**src/rtl/mc_main_control.sv**
```systemverilog
// mc_main_control: multicycle MIPS main control FSM.
// Steps each instruction through fetch, decode, execute, memory and writeback
// states, decodes every datapath enable and select from the registered state,
// and counts retired instructions.
// Optional build macro MC_ILLEGAL_OP_TRAP_EN adds a TRAP state and the
// illegal_op output; without it, undefined opcodes retire nothing and act as a NOP.
module mc_main_control #(
    parameter int CNT_W = 32
) (
    input  logic             clk,
    input  logic             reset,
    input  logic [5:0]       opcode,
    output logic [2:0]       ALUOP,
    output logic             PCWrite,
    output logic             PCWriteCond,
    output logic             IorD,
    output logic             MemRead,
    output logic             MemWrite,
    output logic             IRWrite,
    output logic             MemtoReg,
    output logic             RegDst,
    output logic             RegWrite,
    output logic             ALUSrcA,
    output logic [1:0]       ALUSrcB,
    output logic [1:0]       PCSource,
    output logic             instr_done,
    output logic [CNT_W-1:0] instr_count,
`ifdef MC_ILLEGAL_OP_TRAP_EN
    output logic             illegal_op,
`endif
    output logic [3:0]       state_o
);

    localparam logic [5:0] OP_R    = 6'b000000;
    localparam logic [5:0] OP_LW   = 6'b100011;
    localparam logic [5:0] OP_SW   = 6'b101011;
    localparam logic [5:0] OP_BEQ  = 6'b000100;
    localparam logic [5:0] OP_J    = 6'b000010;
    localparam logic [5:0] OP_ADDI = 6'b001000;
    localparam logic [5:0] OP_ANDI = 6'b001100;
    localparam logic [5:0] OP_ORI  = 6'b001101;

    typedef enum logic [3:0] {
        S_FETCH  = 4'd0,
        S_DECODE = 4'd1,
        S_MEMADR = 4'd2,
        S_MEMRD  = 4'd3,
        S_MEMWB  = 4'd4,
        S_MEMWR  = 4'd5,
        S_REXEC  = 4'd6,
        S_RWB    = 4'd7,
        S_BRANCH = 4'd8,
        S_JUMP   = 4'd9,
        S_IEXEC  = 4'd10,
        S_IWB    = 4'd11
`ifdef MC_ILLEGAL_OP_TRAP_EN
        ,S_TRAP  = 4'd12
`endif
    } state_t;

    state_t     state;
    state_t     state_nxt;
    logic [5:0] op_q;

    assign state_o = state;

    // State, latched opcode and retirement counter; reset aborts any instruction in flight.
    always_ff @(posedge clk) begin
        // NOTE: registers are updated with non-blocking assignments so every
        // flop samples the pre-edge values, independent of statement order.
        if (reset) begin
            state       <= S_FETCH;
            op_q        <= '0;
            instr_count <= '0;
        end else begin
            state <= state_nxt;
            if (state == S_DECODE) begin
                op_q <= opcode;
            end
            if (instr_done) begin
                instr_count <= instr_count + CNT_W'(1);
            end
        end
    end

    // Moore decode of next state and datapath controls from the current state.
    always_comb begin
        // NOTE: every output gets a default before the case so no path through
        // the block leaves a signal unassigned, which would infer a latch.
        state_nxt   = S_FETCH;
        ALUOP       = 3'b000;
        PCWrite     = 1'b0;
        PCWriteCond = 1'b0;
        IorD        = 1'b0;
        MemRead     = 1'b0;
        MemWrite    = 1'b0;
        IRWrite     = 1'b0;
        MemtoReg    = 1'b0;
        RegDst      = 1'b0;
        RegWrite    = 1'b0;
        ALUSrcA     = 1'b0;
        ALUSrcB     = 2'b00;
        PCSource    = 2'b00;
        instr_done  = 1'b0;
`ifdef MC_ILLEGAL_OP_TRAP_EN
        illegal_op  = 1'b0;
`endif
        case (state)
            S_FETCH: begin
                MemRead   = 1'b1;
                IRWrite   = 1'b1;
                PCWrite   = 1'b1;
                ALUSrcB   = 2'b01;
                ALUOP     = 3'b100;
                state_nxt = S_DECODE;
            end
            S_DECODE: begin
                ALUSrcB = 2'b11;
                ALUOP   = 3'b100;
                case (opcode)
                    OP_LW, OP_SW:               state_nxt = S_MEMADR;
                    OP_R:                       state_nxt = S_REXEC;
                    OP_BEQ:                     state_nxt = S_BRANCH;
                    OP_J:                       state_nxt = S_JUMP;
                    OP_ADDI, OP_ANDI, OP_ORI:   state_nxt = S_IEXEC;
`ifdef MC_ILLEGAL_OP_TRAP_EN
                    default:                    state_nxt = S_TRAP;
`else
                    default:                    state_nxt = S_FETCH;
`endif
                endcase
            end
            S_MEMADR: begin
                ALUSrcA   = 1'b1;
                ALUSrcB   = 2'b10;
                ALUOP     = 3'b100;
                state_nxt = (op_q == OP_LW) ? S_MEMRD : S_MEMWR;
            end
            S_MEMRD: begin
                MemRead   = 1'b1;
                IorD      = 1'b1;
                state_nxt = S_MEMWB;
            end
            S_MEMWB: begin
                RegWrite   = 1'b1;
                MemtoReg   = 1'b1;
                instr_done = 1'b1;
            end
            S_MEMWR: begin
                MemWrite   = 1'b1;
                IorD       = 1'b1;
                instr_done = 1'b1;
            end
            S_REXEC: begin
                ALUSrcA   = 1'b1;
                ALUOP     = 3'b010;
                state_nxt = S_RWB;
            end
            S_RWB: begin
                RegWrite   = 1'b1;
                RegDst     = 1'b1;
                instr_done = 1'b1;
            end
            S_BRANCH: begin
                ALUSrcA     = 1'b1;
                ALUOP       = 3'b111;
                PCWriteCond = 1'b1;
                PCSource    = 2'b01;
                instr_done  = 1'b1;
            end
            S_JUMP: begin
                PCWrite    = 1'b1;
                PCSource   = 2'b10;
                instr_done = 1'b1;
            end
            S_IEXEC: begin
                ALUSrcA   = 1'b1;
                ALUSrcB   = 2'b10;
                state_nxt = S_IWB;
                case (op_q)
                    OP_ANDI: ALUOP = 3'b101;
                    OP_ORI:  ALUOP = 3'b110;
                    default: ALUOP = 3'b100;
                endcase
            end
            S_IWB: begin
                RegWrite   = 1'b1;
                instr_done = 1'b1;
            end
`ifdef MC_ILLEGAL_OP_TRAP_EN
            S_TRAP: begin
                illegal_op = 1'b1;
                state_nxt  = S_TRAP;
            end
`endif
            default: state_nxt = S_FETCH;
        endcase

        // Reset kills every enable immediately so an aborted instruction writes nothing.
        if (reset) begin
            PCWrite     = 1'b0;
            PCWriteCond = 1'b0;
            MemRead     = 1'b0;
            MemWrite    = 1'b0;
            IRWrite     = 1'b0;
            RegWrite    = 1'b0;
            instr_done  = 1'b0;
        end
    end

endmodule
```
**config.mk**
```make
export PLATFORM = sky130hd
export DESIGN_NAME = mc_main_control
export DESIGN_NICKNAME = d
export VERILOG_FILES = /design/src/rtl/mc_main_control.sv
export SDC_FILE = /design/constraint.sdc
export NUM_CORES = 1
export LEC_CHECK = 0
export ABC_AREA = 1
export BUFFER_PORTS_ARGS = -buffer_cell sky130_fd_sc_hd__buf_4
export CAP_MARGIN = 5
export CORE_AREA = 2 2 69 71
export CTS_CLUSTER_SIZE = 8
export DETAILED_ROUTE_END_ITERATION = 7
export DIE_AREA = 0 0 71 73
export PLACE_DENSITY = 0.84
export RECOVER_POWER = 100
export SLEW_MARGIN = 20
export SYNTH_ARGS = -nofsm -noshare
export SYNTH_HDL_FRONTEND = slang
export SYNTH_SLANG_ARGS = --single-unit
```
**constraint.sdc**
```tcl
create_clock -name clk -period 2.5 [get_ports clk]
set_clock_uncertainty 0.1 [all_clocks]
set_input_delay 0.25 -clock clk [delete_from_list [all_inputs] [get_ports clk]]
set_output_delay 0.25 -clock clk [all_outputs]
set_load 0.1 [all_outputs]
```
==> summary.md <==
| Metric | Value |
|---|---|
| Yosys top cell area share | `33.4%` |
| Synth Flop Type | `dfxtp_1` |
| Num CTS Buffers | `5` |
| CP Launch Type | `register` |
| Routed Antenna Nets | `0` |
| Initial antenna violation count | `0` |
| Cells after Synth | `about 400` |
| Sinks on Clock Net | `between 40 and 50` |
| Core area | `4540 um^2` |
| Post-Synthesis Net Count | `around 410` |
| Initial Util | `55.5%` |
| Grt met1 use | `30.3%` |
| Routed wire length | `approximately 6600 um` |
| Area leader, netlist | `dfxtp_1` |
| Status | `complete, no violations` |
| CP Capture Type | `output port` |
| Fin. max-slew vios | `0` |
| Vias | `2769` |
| WHS | `0.113 ns` |
| CP bufs+invs | `2` |
| Wire per inst | `12.6 um` |
| Clk_lat worst skew | `0.30 ns` |
| Min Tclk post-route | `~2.3 ns` |
| Drt initial violations | `275` |
| Crit-path cells | `inv_4 > nor2_4 > nand3_2 > or2_1 > o31ai_2 > clkbuf_2` |
| ANT cells | `0` |
| CP Max Fanout | `8` |
| H-tree Lvls | `2` |
| Slew HR | `a little over a fifth` |
| Layout cells sized above 1 | `between 10% and 20%` |
| CP required | `2.15 ns` |
| I/O pin cnt | `slightly above 60` |
| Max incr delay on CP | `0.49 ns` |
| Area grow syn2layout | `17.3%` |
| Die Height | `73 um` |
| Clock Pin Slew Worst Setup and Hold Paths | `0.08 ns` |
| Gr ovfl total | `0` |
| Leading cell type in the layout, fill and taps excluded | `nand2_1` |
| Final GP Congestion | `0.903` |
| Final net count | `around 470` |
| First-pass GRT wire length | `10900 um` |
| Crit share post-route | `between 90% and 100%` |
| TritonCTS clock tree | `done` |
| Fmax | `431 MHz` |
| CP max stage cell | `clkbuf_2` |
| DRC | `0` |
| Power Dens Cells | `around 470 nW/um^2` |
| Die W | `71 um` |
| Endpoints failing setup | `0` |
| Number of synthesized register bits | `42` |
| Register area share after synthesis | `between 30% and 40%` |
| Leakage | `about 1.2 nW` |
| Largest net degree at the start of global routing | `27` |
| Crit path DAT | `1.97 ns` |
| PortBufs | `61` |
| Maximum clock insertion buffer count | `2` |
| Peak VDD IR | `0.302 mV` |
| EDFF count, synth | `0` |
| Kind of critical path | `register to output port` |
| Final Hold Fails | `0` |
| Cell family with most CP delay | `buffers and inverters` |
| Worst slew pin tran | `1.19 ns` |
| Number of max-cap violations | `0` |
| Postcts setup bufs | `0` |
| Vias in the first global route | `between 2000 and 2500` |
| Cell Area, Synth | `2520 um^2` |
| Cts repair resizes | `0` |
| Mapped Avg Cell Area | `6.23 um^2` |
| GR Util met2 | `47.0%` |
| RSZ-0062 raised after global routing | `false` |
| DR vias/cell | `5.33` |
| Synth warn | `0` |
| Async SR Flop Fraction | `0%` |
| Ranking of synthesized cells by area | `dfxtp_1 33%, nand2_1 13%, nor2_1 11%` |
| CTS root buffer | `clkbuf_8` |
| Hold_buf cts | `0` |
| DRT Pass-1 Iters | `4` |
| Row cnt | `25` |
| Number of fill cells in the layout | `between 400 and 500` |
| GRT Total Usage | `26.5%` |
| HPWL reported at the end of detailed placement | `between 5000 and 6000 um` |
| Total Power | `0.00139 W` |
| Synth cell types | `34` |
| Most frequent cells in the layout | `89 x nand2_1, 74 x nor2_1, 54 x inv_1, 44 x nand3_1, 39 x dfxtp_1` |
| Die Area | `5180 um^2` |
| Most used routing layer | `met2` |
| Hold WC Path Type | `input pin to register` |
| Grt met3 use | `6.63%` |
worst min-delay path, delay by kind of cell:
kind                   cells  cell delay (ns)
buffers and inverters      2             0.13
AO/OA/AOI/OAI              1             0.10
final cells by class:
type	count	area, um^2	area share, %
inverters	59	224	7.58
well taps	54	67.6	2.29
multi-input cells	294	1410	47.6
clock buffers	8	111	3.77
flip-flops and latches	42	850	28.8
repair buffers	63	295	10.0
cell families (layout without fill, tap and decap cells):
group / after synthesis / after routing / synth area share [%]
buf+inv: 68 / 130 / 11.1
flops: 42 / 42 / 33.4
fa+ha+maj: 1 / 1 / 0.497
compound gates: 45 / 45 / 10.3
xor+xnor: 3 / 3 / 1.04
simple gates: 245 / 245 / 43.7
per-layer routing:
layer,vias up,wire (um)
met5,-,0
met4,0,136
met3,14,467
met2,93,3170
met1,1251,2800
li1,1411,-
cells in the mapped netlist (2+ instances only):
cell type and number:
a21oi_1 20, buf_4 2, buf_6 2, clkbuf_1 3
dfxtp_1 42, inv_1 54, inv_2 5, nand2_1 89
nand2_2 4, nand3_1 44, nand3_2 2, nand4_1 12
nor2_1 74, nor2_2 7, nor2_4 5, nor3_1 4
o211ai_1 2, o21ai_0 13, o21ai_1 3, or2_1 2
xor2_1 2
worst paths after layout:
path | startpoint | to | slack, ns | cells past startpoint
worst max register to register | instr_count[0] | instr_count[30] | 0.42 | 8
worst min register to register | op_q[5] | op_q[5] | 0.39 | 2
worst max-delay path | state_o[1] | ALUOP[0] | 0.18 | 6
worst min-delay path | opcode[4] | op_q[4] | 0.11 | 3
through the flow:
| stage | worst slack [ns] | cell area (um^2) | setup TNS [ns] | std cells | util (%) |
|---|---|---|---|---|---|
| 2_1_floorplan | -0.416 | 2580 | -1.69 | 404 | - |
| 3_3_place_gp | 0.662 | 3060 | 0 | 512 | 67.4 |
| 3_5_place_dp | 0.609 | 3060 | 0 | 512 | 67.4 |
| 4_1_cts | 0.265 | 3170 | 0 | 520 | 69.9 |
| 5_1_grt | 0.0890 | 2950 | 0 | 520 | 65.1 |
| 6_report | 0.180 | 2950 | 0 | 520 | 65.1 |
flip-flops by register name, indices dropped and copies added, names as in the netlist:
register     count
instr_count     32
op_q             6
state_o          4
power by group:
group / internal (W) / switching [W]
clock: 0.000285 / 0.000234
sequential: 0.000679 / 0.0000127
combinational: 0.0000375 / 0.000146
total: 0.00100 / 0.000393
No activity file was read; power rests on OpenSTA's default activity.
